<file path="src/rtl/tdm_demux_2x4_pkg.sv">
// ----------------------------------------------------------------------------
// tdm_demux_2x4_pkg
// Shared definitions for the 2-channel, 4-slot TDM demultiplexer:
//   state_t : frame FSM states (IDLE = waiting for first sync, RUN = locked)
//   SLOT_W  : width of the slot index
//   SLOTS   : TDM slots per frame
// ----------------------------------------------------------------------------
package tdm_demux_2x4_pkg;

   localparam int SLOT_W = 2;
   localparam int SLOTS  = 4;

   typedef enum logic {
      IDLE = 1'b0,
      RUN  = 1'b1
   } state_t;

endpackage : tdm_demux_2x4_pkg

</file>
<file path="src/rtl/tdm_demux_2x4_if.sv">
// ----------------------------------------------------------------------------
// tdm_demux_2x4_if
// Bus bundle between the TDM source/sink and the demultiplexer.
//   sync        : frame start marker (current cycle is slot 0)
//   d1, d2      : serial TDM data per channel
//   gn1, gn2    : active-low channel enables
//   y1, y2      : demultiplexed words, bit k = slot k
//   vld1, vld2  : one-cycle pulse when the matching y word was just loaded
//   slot        : slot index the next clock edge will sample
//   err         : one-cycle pulse on a misplaced sync
// Modports: master drives the TDM inputs, slave is the demultiplexer.
// ----------------------------------------------------------------------------
interface tdm_demux_2x4_if;
   import tdm_demux_2x4_pkg::*;

   logic              sync;
   logic              d1;
   logic              d2;
   logic              gn1;
   logic              gn2;
   logic [SLOTS-1:0]  y1;
   logic [SLOTS-1:0]  y2;
   logic              vld1;
   logic              vld2;
   logic [SLOT_W-1:0] slot;
   logic              err;

   modport master (
      output sync, d1, d2, gn1, gn2,
      input  y1, y2, vld1, vld2, slot, err
   );

   modport slave (
      input  sync, d1, d2, gn1, gn2,
      output y1, y2, vld1, vld2, slot, err
   );

endinterface : tdm_demux_2x4_if

</file>
<file path="src/rtl/tdm_demux_2x4_lane.sv">
// ----------------------------------------------------------------------------
// tdm_demux_lane
// One demultiplexer channel: collects slot bits into a shadow register,
// tracks whether the whole frame was enabled, and loads the output word on
// the slot-3 sample.
//   clk, rst   : clock, asynchronous active-high reset
//   sample_en  : a slot is sampled on this edge
//   samp_slot  : index of the slot being sampled
//   d, gn      : serial data and active-low enable of this channel
//   y, vld     : registered output word and its one-cycle load pulse
// ----------------------------------------------------------------------------
module tdm_demux_lane
   import tdm_demux_2x4_pkg::*;
(
   input  logic              clk,
   input  logic              rst,
   input  logic              sample_en,
   input  logic [SLOT_W-1:0] samp_slot,
   input  logic              d,
   input  logic              gn,
   output logic [SLOTS-1:0]  y,
   output logic              vld
);

   localparam logic [SLOT_W-1:0] LAST_SLOT = SLOT_W'(SLOTS - 1);

   // Only slots 0..2 need storage; the last bit goes straight into y.
   logic [SLOTS-2:0] shadow_reg;
   logic             frame_ok_reg;
   logic [SLOTS-1:0] y_reg;
   logic             vld_reg;

   always_ff @(posedge clk or posedge rst) begin
      if (rst) begin
         shadow_reg   <= '0;
         frame_ok_reg <= 1'b0;
         y_reg        <= '0;
         vld_reg      <= 1'b0;
      end else begin
         vld_reg <= 1'b0;
         if (sample_en) begin
            if (samp_slot == '0) begin
               // A slot-0 sample starts a fresh frame: wiping the shadow and
               // re-deriving frame_ok discards any partial frame (resync).
               shadow_reg   <= {{(SLOTS-2){1'b0}}, d};
               frame_ok_reg <= ~gn;
            end else begin
               if (gn)
                  frame_ok_reg <= 1'b0;
               if (samp_slot == LAST_SLOT) begin
                  if (frame_ok_reg && !gn) begin
                     y_reg   <= {d, shadow_reg};
                     vld_reg <= 1'b1;
                  end
               end else begin
                  shadow_reg[samp_slot] <= d;
               end
            end
         end
      end
   end

   assign y   = y_reg;
   assign vld = vld_reg;

endmodule : tdm_demux_lane

</file>
<file path="src/rtl/tdm_demux_2x4.sv">
// ----------------------------------------------------------------------------
// tdm_demux_2x4
// Two-channel TDM demultiplexer, 4 slots per frame. Locks on the first sync,
// then runs free; a sync anywhere but slot 0 restarts the frame and pulses err.
//   clk, rst : clock, asynchronous active-high reset
//   bus      : tdm_demux_2x4_if.slave (sync, d1/d2, gn1/gn2 in;
//              y1/y2, vld1/vld2, slot, err out)
// Parameter SLOTS: slots per frame, only 4 is supported.
// ----------------------------------------------------------------------------
module tdm_demux_2x4 #(
   parameter int SLOTS = tdm_demux_2x4_pkg::SLOTS
) (
   input  logic            clk,
   input  logic            rst,
   tdm_demux_2x4_if.slave  bus
);
   import tdm_demux_2x4_pkg::*;

   localparam int                LANES     = 2;
   localparam logic [SLOT_W-1:0] LAST_SLOT = SLOT_W'(SLOTS - 1);

   state_t            state_reg, state_next;
   logic [SLOT_W-1:0] slot_reg, slot_next;
   logic              err_reg, err_next;
   logic              sample_en;
   logic [SLOT_W-1:0] samp_slot;

   logic [LANES-1:0]  d_vec;
   logic [LANES-1:0]  gn_vec;
   logic [SLOTS-1:0]  y_arr [LANES];
   logic [LANES-1:0]  vld_vec;

   always_ff @(posedge clk or posedge rst) begin
      if (rst) begin
         state_reg <= IDLE;
         slot_reg  <= '0;
         err_reg   <= 1'b0;
      end else begin
         state_reg <= state_next;
         slot_reg  <= slot_next;
         err_reg   <= err_next;
      end
   end

   always_comb begin
      state_next = state_reg;
      slot_next  = slot_reg;
      err_next   = 1'b0;
      sample_en  = 1'b0;
      samp_slot  = slot_reg;
      case (state_reg)
         IDLE: begin
            slot_next = '0;
            if (bus.sync) begin
               sample_en  = 1'b1;
               samp_slot  = '0;
               slot_next  = SLOT_W'(1);
               state_next = RUN;
            end
         end
         RUN: begin
            sample_en = 1'b1;
            if (bus.sync) begin
               // Sync always forces this cycle to be slot 0; it is only an
               // error when the counter did not already expect slot 0.
               samp_slot = '0;
               slot_next = SLOT_W'(1);
               err_next  = (slot_reg != '0);
            end else begin
               slot_next = (slot_reg == LAST_SLOT) ? '0 : slot_reg + 1'b1;
            end
         end
         default: begin
            state_next = IDLE;
            slot_next  = '0;
         end
      endcase
   end

   assign d_vec  = {bus.d2, bus.d1};
   assign gn_vec = {bus.gn2, bus.gn1};

   generate
      for (genvar gi = 0; gi < LANES; gi++) begin : g_lane
         tdm_demux_lane u_lane (
            .clk       (clk),
            .rst       (rst),
            .sample_en (sample_en),
            .samp_slot (samp_slot),
            .d         (d_vec[gi]),
            .gn        (gn_vec[gi]),
            .y         (y_arr[gi]),
            .vld       (vld_vec[gi])
         );
      end
   endgenerate

   assign bus.y1   = y_arr[0];
   assign bus.y2   = y_arr[1];
   assign bus.vld1 = vld_vec[0];
   assign bus.vld2 = vld_vec[1];
   assign bus.slot = slot_reg;
   assign bus.err  = err_reg;

endmodule : tdm_demux_2x4

</file>
<file path="src/flat_wrapper.sv">
// flat-port wrapper written by rule: the top's interface ports become plain ports
module tdm_demux_2x4_flat import tdm_demux_2x4_pkg::*;
#(
   parameter int SLOTS = tdm_demux_2x4_pkg::SLOTS
)
  (clk, rst, bus_sync, bus_d1, bus_d2, bus_gn1, bus_gn2, bus_y1, bus_y2, bus_vld1, bus_vld2, bus_slot, bus_err);
  tdm_demux_2x4_if bus_i ();
  input  logic clk;
  input  logic rst;
  input wire logic [$bits(bus_i.sync)-1:0] bus_sync;
  input wire logic [$bits(bus_i.d1)-1:0] bus_d1;
  input wire logic [$bits(bus_i.d2)-1:0] bus_d2;
  input wire logic [$bits(bus_i.gn1)-1:0] bus_gn1;
  input wire logic [$bits(bus_i.gn2)-1:0] bus_gn2;
  output wire logic [$bits(bus_i.y1)-1:0] bus_y1;
  output wire logic [$bits(bus_i.y2)-1:0] bus_y2;
  output wire logic [$bits(bus_i.vld1)-1:0] bus_vld1;
  output wire logic [$bits(bus_i.vld2)-1:0] bus_vld2;
  output wire logic [$bits(bus_i.slot)-1:0] bus_slot;
  output wire logic [$bits(bus_i.err)-1:0] bus_err;
  assign bus_i.sync = bus_sync;
  assign bus_i.d1 = bus_d1;
  assign bus_i.d2 = bus_d2;
  assign bus_i.gn1 = bus_gn1;
  assign bus_i.gn2 = bus_gn2;
  assign bus_y1 = bus_i.y1;
  assign bus_y2 = bus_i.y2;
  assign bus_vld1 = bus_i.vld1;
  assign bus_vld2 = bus_i.vld2;
  assign bus_slot = bus_i.slot;
  assign bus_err = bus_i.err;
  tdm_demux_2x4 #(.SLOTS(SLOTS)) u_core (.clk(clk), .rst(rst), .bus(bus_i));
endmodule
</file>
<file path="config.mk">
export PLATFORM = sky130hd
export DESIGN_NAME = tdm_demux_2x4_flat
export DESIGN_NICKNAME = d
export VERILOG_FILES = /design/src/rtl/tdm_demux_2x4_pkg.sv /design/src/rtl/tdm_demux_2x4_if.sv /design/src/rtl/tdm_demux_2x4_lane.sv /design/src/rtl/tdm_demux_2x4.sv /design/src/flat_wrapper.sv
export SDC_FILE = /design/constraint.sdc
export NUM_CORES = 1
export LEC_CHECK = 0
export CAP_MARGIN = 20
export CORE_UTILIZATION = 43
export CTS_CLUSTER_SIZE = 12
export DETAILED_ROUTE_END_ITERATION = 8
export PLACE_DENSITY = 0.73
export SYNTH_ARGS = -nofsm -noshare
export SYNTH_HDL_FRONTEND = slang
export SYNTH_SLANG_ARGS = --single-unit
</file>
<file path="constraint.sdc">
create_clock -name clk -period 1.57 [get_ports clk]
set_clock_uncertainty 0.15 [all_clocks]
set_input_delay 0.314 -clock clk [delete_from_list [all_inputs] [get_ports clk]]
set_output_delay 0.314 -clock clk [all_outputs]
set_load 0.01 [all_outputs]
</file>
==> results of run 1 <==
cell families after synthesis:
kind of cell	count (synthesis)	share of synthesized area (%)
buf+inv	4	1.83
mux	10	12.7
simple gates	20	16.9
fa+ha+maj	1	1.41
compound gates	7	5.08
flops	22	62.1
layout make-up:
| type | instances | share of cell area [%] |
|---|---|---|
| flip-flops and latches | 22 | 43.7 |
| multi-input cells | 38 | 27.8 |
| inverters | 3 | 0.893 |
| well taps | 27 | 2.68 |
| repair buffers | 33 | 23.1 |
| clock buffers | 3 | 1.79 |
worst min-delay path by stage:
stage / start / to / slack, ns
after floorplan: rst / u_core.bus.err$_DFF_PP0_ / 0.15
after global placement: u_core.g_lane[0].u_lane.shadow_reg[0]$_DFFE_PP0P_ / u_core.g_lane[0].u_lane.shadow_reg[0]$_DFFE_PP0P_ / 0.33
after detailed placement: u_core.g_lane[1].u_lane.shadow_reg[2]$_DFFE_PP0P_ / u_core.g_lane[1].u_lane.y[2]$_DFFE_PP0P_ / 0.34
after CTS: rst / u_core.g_lane[0].u_lane.y[2]$_DFFE_PP0P_ / 0.21
after global routing: rst / u_core.g_lane[0].u_lane.y[2]$_DFFE_PP0P_ / 0.25
final: rst / u_core.g_lane[0].u_lane.shadow_reg[1]$_DFFE_PP0P_ / 0.20
cells in the final DEF, fill, tap and decap left out:
| cell | n |
|---|---|
| dfrtp_1 | 21 |
| dlygate4sd2_1 | 13 |
| buf_4 | 11 |
| mux2_4 | 8 |
| nand2_1 | 5 |
| clkdlybuf4s50_1 | 5 |
| nand3_1 | 4 |
| a21oi_1 | 4 |
| buf_6 | 4 |
| nand2b_1 | 3 |
| clkbuf_4 | 3 |
| nor2b_1 | 2 |
| a2bb2oi_1 | 2 |
| nor3b_4 | 2 |
| mux2_2 | 2 |
| inv_1 | 2 |
| inv_2 | 1 |
| a21o_1 | 1 |
| or2_2 | 1 |
| nand4b_4 | 1 |
| and3b_1 | 1 |
| nor2_1 | 1 |
| ha_1 | 1 |
| dfrtp_2 | 1 |
critical path: stages, from the launching register on:
cell      delay (ns)
dfrtp_2         0.38
buf_6           0.11
nand4b_4        0.13
nor3b_4         0.22
buf_6           0.15
mux2_4          0.30
power by group through the flow:
stage	clock network [W]	logic (W)	registers, W
after floorplan	0	0.000102	0.000707
after global placement	0	0.000284	0.000680
after detailed placement	0	0.000292	0.000684
after CTS	0.000241	0.000291	0.000669
after global routing	0.000258	0.000330	0.000679
final	0.000233	0.000304	0.000670
metrics by stage:
step                      setup TNS [ns]  cells  area (um2)  util, %  hold WS, ns
final                                  0    126        1260     64.9        0.204
after global placement             -3.11    117        1170     60.1        0.334
after detailed placement           -3.51    117        1170     60.1        0.343
after floorplan                        0     64         887        -        0.153
after CTS                              0    125        1240     64.0        0.209
after global routing              -0.206    126        1260     64.9        0.250
routing by layer:
metal	wire length [um]	up-vias	share of wire [%]	track usage, %
li1	-	295	-	-
met1	746	292	44	22.8
met2	895	10	53	28.8
met3	36	2	2.1	2.26
met4	8	0	0.47	9.14
met5	0	-	0	0
what timing repair did:
| item | CTS | global route |
|---|---|---|
| gates cloned | 0 | 0 |
| pin swaps | 3 | 3 |
| setup buffers | 5 | 1 |
| resized for setup | 24 | 5 |
| endpoints found under the setup margin | 21 | 10 |
==> flow_summary.ini, run 1 <==
[sta]
rsz0062_at_grt = yes
slew_headroom_pct = 81.7
maxSlewViolCount = 0
min_period_over_period_pct = 98.8
clock.fmax_mhz = 645
worst_pin_slew_ns = 0.274
setup_viol = 0
period_minus_slack_ns = 1.55
hold_violations = 0
finalWorstSetupSlack_ns = 0.0194

[route]
ant_nets = 0
detail_route.first_pass.iterations = 2
finalWirelength_um = 1690
vias_per_cell = 4.75
drt-initial-drc-count = 3
vias = 599
drc_errors = 0
post_drt_wl_per_cell_um = 13.4

[worst_setup_path]
cp-startpoint = u_core.bus.slot[0]$_DFF_PP0_
reg2reg_to = u_core.g_lane[1].u_lane.y[3]$_DFFE_PP0P_
crit_end = u_core.g_lane[1].u_lane.y[3]$_DFFE_PP0P_
startpoint_type = flip-flop
crit_type = reg -> reg
r2r-start = u_core.bus.slot[0]$_DFF_PP0_
path_max_fanout = 4
endpoint_kind = flip-flop
rrSetupSlack_ns = 0.02
worst_ep_required_time_ns = 1.60
cp.arrival_ns = 1.59
rr_worst_depth = 5

[synthesis]
syn_nets = 72
synth_common_cells = dfrtp_1 (22), mux2_2 (10), nand2_1 (5), a21oi_1 (4), nand3_1 (4)
yosys.area.top_type = dfrtp_1
synth_top_area_share_pct = 62.1
async_reset_ff_share_pct = 100
synth_edf_count = 0
syn_area_per_cell_um2 = 13.9
syn_area_um2 = 887
ys_types = 17
ys_seq_area_share_pct = 62.1
yosysMostFrequentCell = dfrtp_1
synth-seq-cells = 22
yosys_warnings = 0
synth_cells = 64
yosys-top-cells-area = dfrtp_1 (62%), mux2_2 (13%), nor3b_4 (4.2%)
synth_ff_type = dfrtp_1

[die]
rows = 16
fp.dieArea_um2 = 2250
die_width_um = 47.4
coreArea_um2 = 1940
die_h_um = 47.4
ios = 20
start_util_pct = 45.7

[clocking]
cts_tree = yes
cts_hold_buf = 0
path_clk_slew_ns = 0.11
clockRootBuffer = clkbuf_4
clkLatencyLatePin_ns = 0.29
clock_path_buffers = 2
cts_buffers = 3
ctsHtreeMaxLevel = 1
numClockSinks = 22

[global_routing]
grt_pass1_vias = 629
grt_overflow = 0
grt.total_usage_pct = 17.5
grt_max_degree = 23
grt_pass1_wl_um = 2720
grt_antenna_before_repair = 0

[layout]
drive_above_1_share_pct = 34.3
nets = 109
syn2layout_area_growth_pct = 42.2
regArea_um2 = 552
multiInputGateArea_um2 = 350
largest_reg_flops = 8
antenna_cells = 0
n_fill_cell = 156

[placed_design]
place_ws_ns = -0.375
dp_hpwl_um = 1180
io_buffers = 19
gp_congestion = 0.706

[outcome]
status = complete, no violations

[power]
ir_worst_vdd_v = 0.000751
combPwrFrac_pct = 25.2
p_switching_w = 0.000300
p_per_area_nw_per_um2 = 956
finalPower_w = 0.00121
leakagePower_nw = 0.649
p_clk_share_pct = 19.3
p_int_w = 0.000906
switching_share_pct = 24.9
seq_power_share_pct = 55.5

[min_path]
hold_class = in -> async

[flow_run]
drv_cap = 0
Note: power is estimated with default switching activity, not from simulation.
==> run 2: changes to the inputs <==
--- a/config.mk
+++ b/config.mk
@@ -9,6 +9,7 @@
 export CORE_UTILIZATION = 43
 export CTS_CLUSTER_SIZE = 12
 export DETAILED_ROUTE_END_ITERATION = 8
+export GPL_TIMING_DRIVEN = 0
 export PLACE_DENSITY = 0.73
 export SYNTH_ARGS = -nofsm -noshare
 export SYNTH_HDL_FRONTEND = slang
==> run 2 against run 1 <==
  * The flow now finishes with violations (setup timing)
  * Worst setup slack lost 0.047 ns
  * Clock-buffer cell count stayed put
  * First-iteration DRC count rose to 3.0 times the previous value
  * Combinational power hardly changed
  * Clock power rose by 6%
  * Critical path type is now reg -> out
  * Largest cell class unchanged
  * Largest power group unchanged
==> flow_summary.ini, run 2 (synthesized netlist as in run 1, its figures left out) <==
[clocking]
path_clk_slew_ns = 0.11
cts_tree = yes
ctsHtreeMaxLevel = 1
cts_buffers = 3
clock_path_buffers = 2
clockRootBuffer = clkbuf_4
clkLatencyLatePin_ns = 0.30
numClockSinks = 22

[power]
ir_worst_vdd_v = 0.000767
leakagePower_nw = 0.630
p_per_area_nw_per_um2 = 989

[die]
coreArea_um2 = 1940
die_h_um = 47.4
die_width_um = 47.4
start_util_pct = 45.7
rows = 16
fp.dieArea_um2 = 2250
ios = 20

[outcome]
violations = setup timing
status = complete, but fails checks

[route]
post_drt_wl_per_cell_um = 13.3
drt-initial-drc-count = 9
drc_errors = 0
detail_route.first_pass.iterations = 2
ant_nets = 0
vias_per_cell = 4.78
vias = 583
finalWirelength_um = 1620

[sta]
clock.fmax_mhz = 626
finalWorstSetupSlack_ns = -0.0280
period_minus_slack_ns = 1.60
maxSlewViolCount = 0
min_period_over_period_pct = 102
rsz0062_at_grt = yes
slew_headroom_pct = 44.9
setup-tns-final_ns = -0.0409
hold_violations = 0
worst_pin_slew_ns = 0.826
setup_viol = 5

[worst_setup_path]
endpoint_kind = primary output
worst_ep_required_time_ns = 1.11
cp.arrival_ns = 1.13
path_max_fanout = 2
startpoint_type = flip-flop
crit_type = reg -> out

[layout]
most-common-layout-cells = dfrtp_1 (19), dlygate4sd2_1 (12), mux2_4 (8)
syn2layout_area_growth_pct = 38.9
largest_reg_flops = 8
fin_util_pct = 63.5
nets = 105
layout_commonest_cell = dfrtp_1
antenna_cells = 0
drive_above_1_share_pct = 34.7
stdcell_area_um2 = 1230

[global_routing]
grt_max_degree = 23
grt.total_usage_pct = 16.3
grt_pass1_vias = 511
grt_antenna_before_repair = 0
grt_overflow = 0
grt_pass1_wl_um = 2460

[flow_run]
drv_cap = 0

[placed_design]
dp_hpwl_um = 993
place_ws_ns = -0.228
gp_congestion = 0.755
io_buffers = 18
dpl_cell_area_um2 = 1100

[min_path]
hold_class = in -> reg
## run 2: critical path, stage by stage (launching register included)
cell and delay, ns:
dfrtp_2 0.43, buf_4 0.14, buf_4 0.13, buf_4 0.13
## run 2: worst paths after layout
| check | from | slack [ns] | cells after the start | end |
|---|---|---|---|---|
| worst min-delay path | bus_sync | 0.12 | 2 | u_core.g_lane[0].u_lane.shadow_reg[2]$_DFFE_PP0P_ |
| max in group asynchronous | rst | 0.40 | 2 | u_core.state_reg$_DFF_PP0_ |
| min in group asynchronous | rst | 0.31 | 2 | u_core.g_lane[0].u_lane.y[3]$_DFFE_PP0P_ |
| worst max register to register | u_core.bus.slot[1]$_DFF_PP0_ | -0.01 | 5 | u_core.g_lane[0].u_lane.y[3]$_DFFE_PP0P_ |
| worst min register to register | u_core.g_lane[0].u_lane.y[1]$_DFFE_PP0P_ | 0.36 | 1 | u_core.g_lane[0].u_lane.y[1]$_DFFE_PP0P_ |
| worst max-delay path | u_core.bus.slot[1]$_DFF_PP0_ | -0.03 | 3 | bus_slot[1] |
## run 2: routing by layer
| metal | wire length, um | share of wire [%] | global-route usage, % | up-vias |
|---|---|---|---|---|
| met5 | 0 | 0 | 0 | - |
| met4 | 21 | 1.3 | 8.57 | 0 |
| met3 | 49 | 3.0 | 2.26 | 3 |
| met2 | 779 | 48 | 22.7 | 11 |
| met1 | 768 | 47 | 24.5 | 282 |
| li1 | - | - | - | 287 |
## run 2: report_power, final
group | leakage (nW) | internal, W | switching, W
logic | 0.338 | 0.000184 | 0.000121
registers | 0.278 | 0.000635 | 0.0000334
clock network | 0.0138 | 0.0000897 | 0.000156
total | 0.630 | 0.000908 | 0.000310
## run 2: area by class of cell
type                       instances  area, um2
buffer                             1       5.00
clock buffer                       3       22.5
fill                             159        709
inverter                           3       11.3
multi-input combinational         38        353
sequential                        22        554
tap                               27       33.8
timing repair buffer              28        253
## run 2: repair_timing
item	4_1_cts	5_1_grt
buffers inserted	7	3
setup endpoints to repair	23	10
hold endpoints to repair	0	0
cloned	0	0
hold buffers	0	0
gates resized for setup	24	6
pin swaps	3	4
## run 2: per-stage QoR
| stage | hold WS [ns] | total power (W) | cells |
|---|---|---|---|
| after floorplan | 0.153 | 0.000809 | 64 |
| after global placement | 0.334 | 0.000944 | 109 |
| after detailed placement | 0.344 | 0.000950 | 109 |
| after CTS | 0.129 | 0.00118 | 119 |
| after global routing | 0.133 | 0.00128 | 122 |
| final | 0.117 | 0.00122 | 122 |
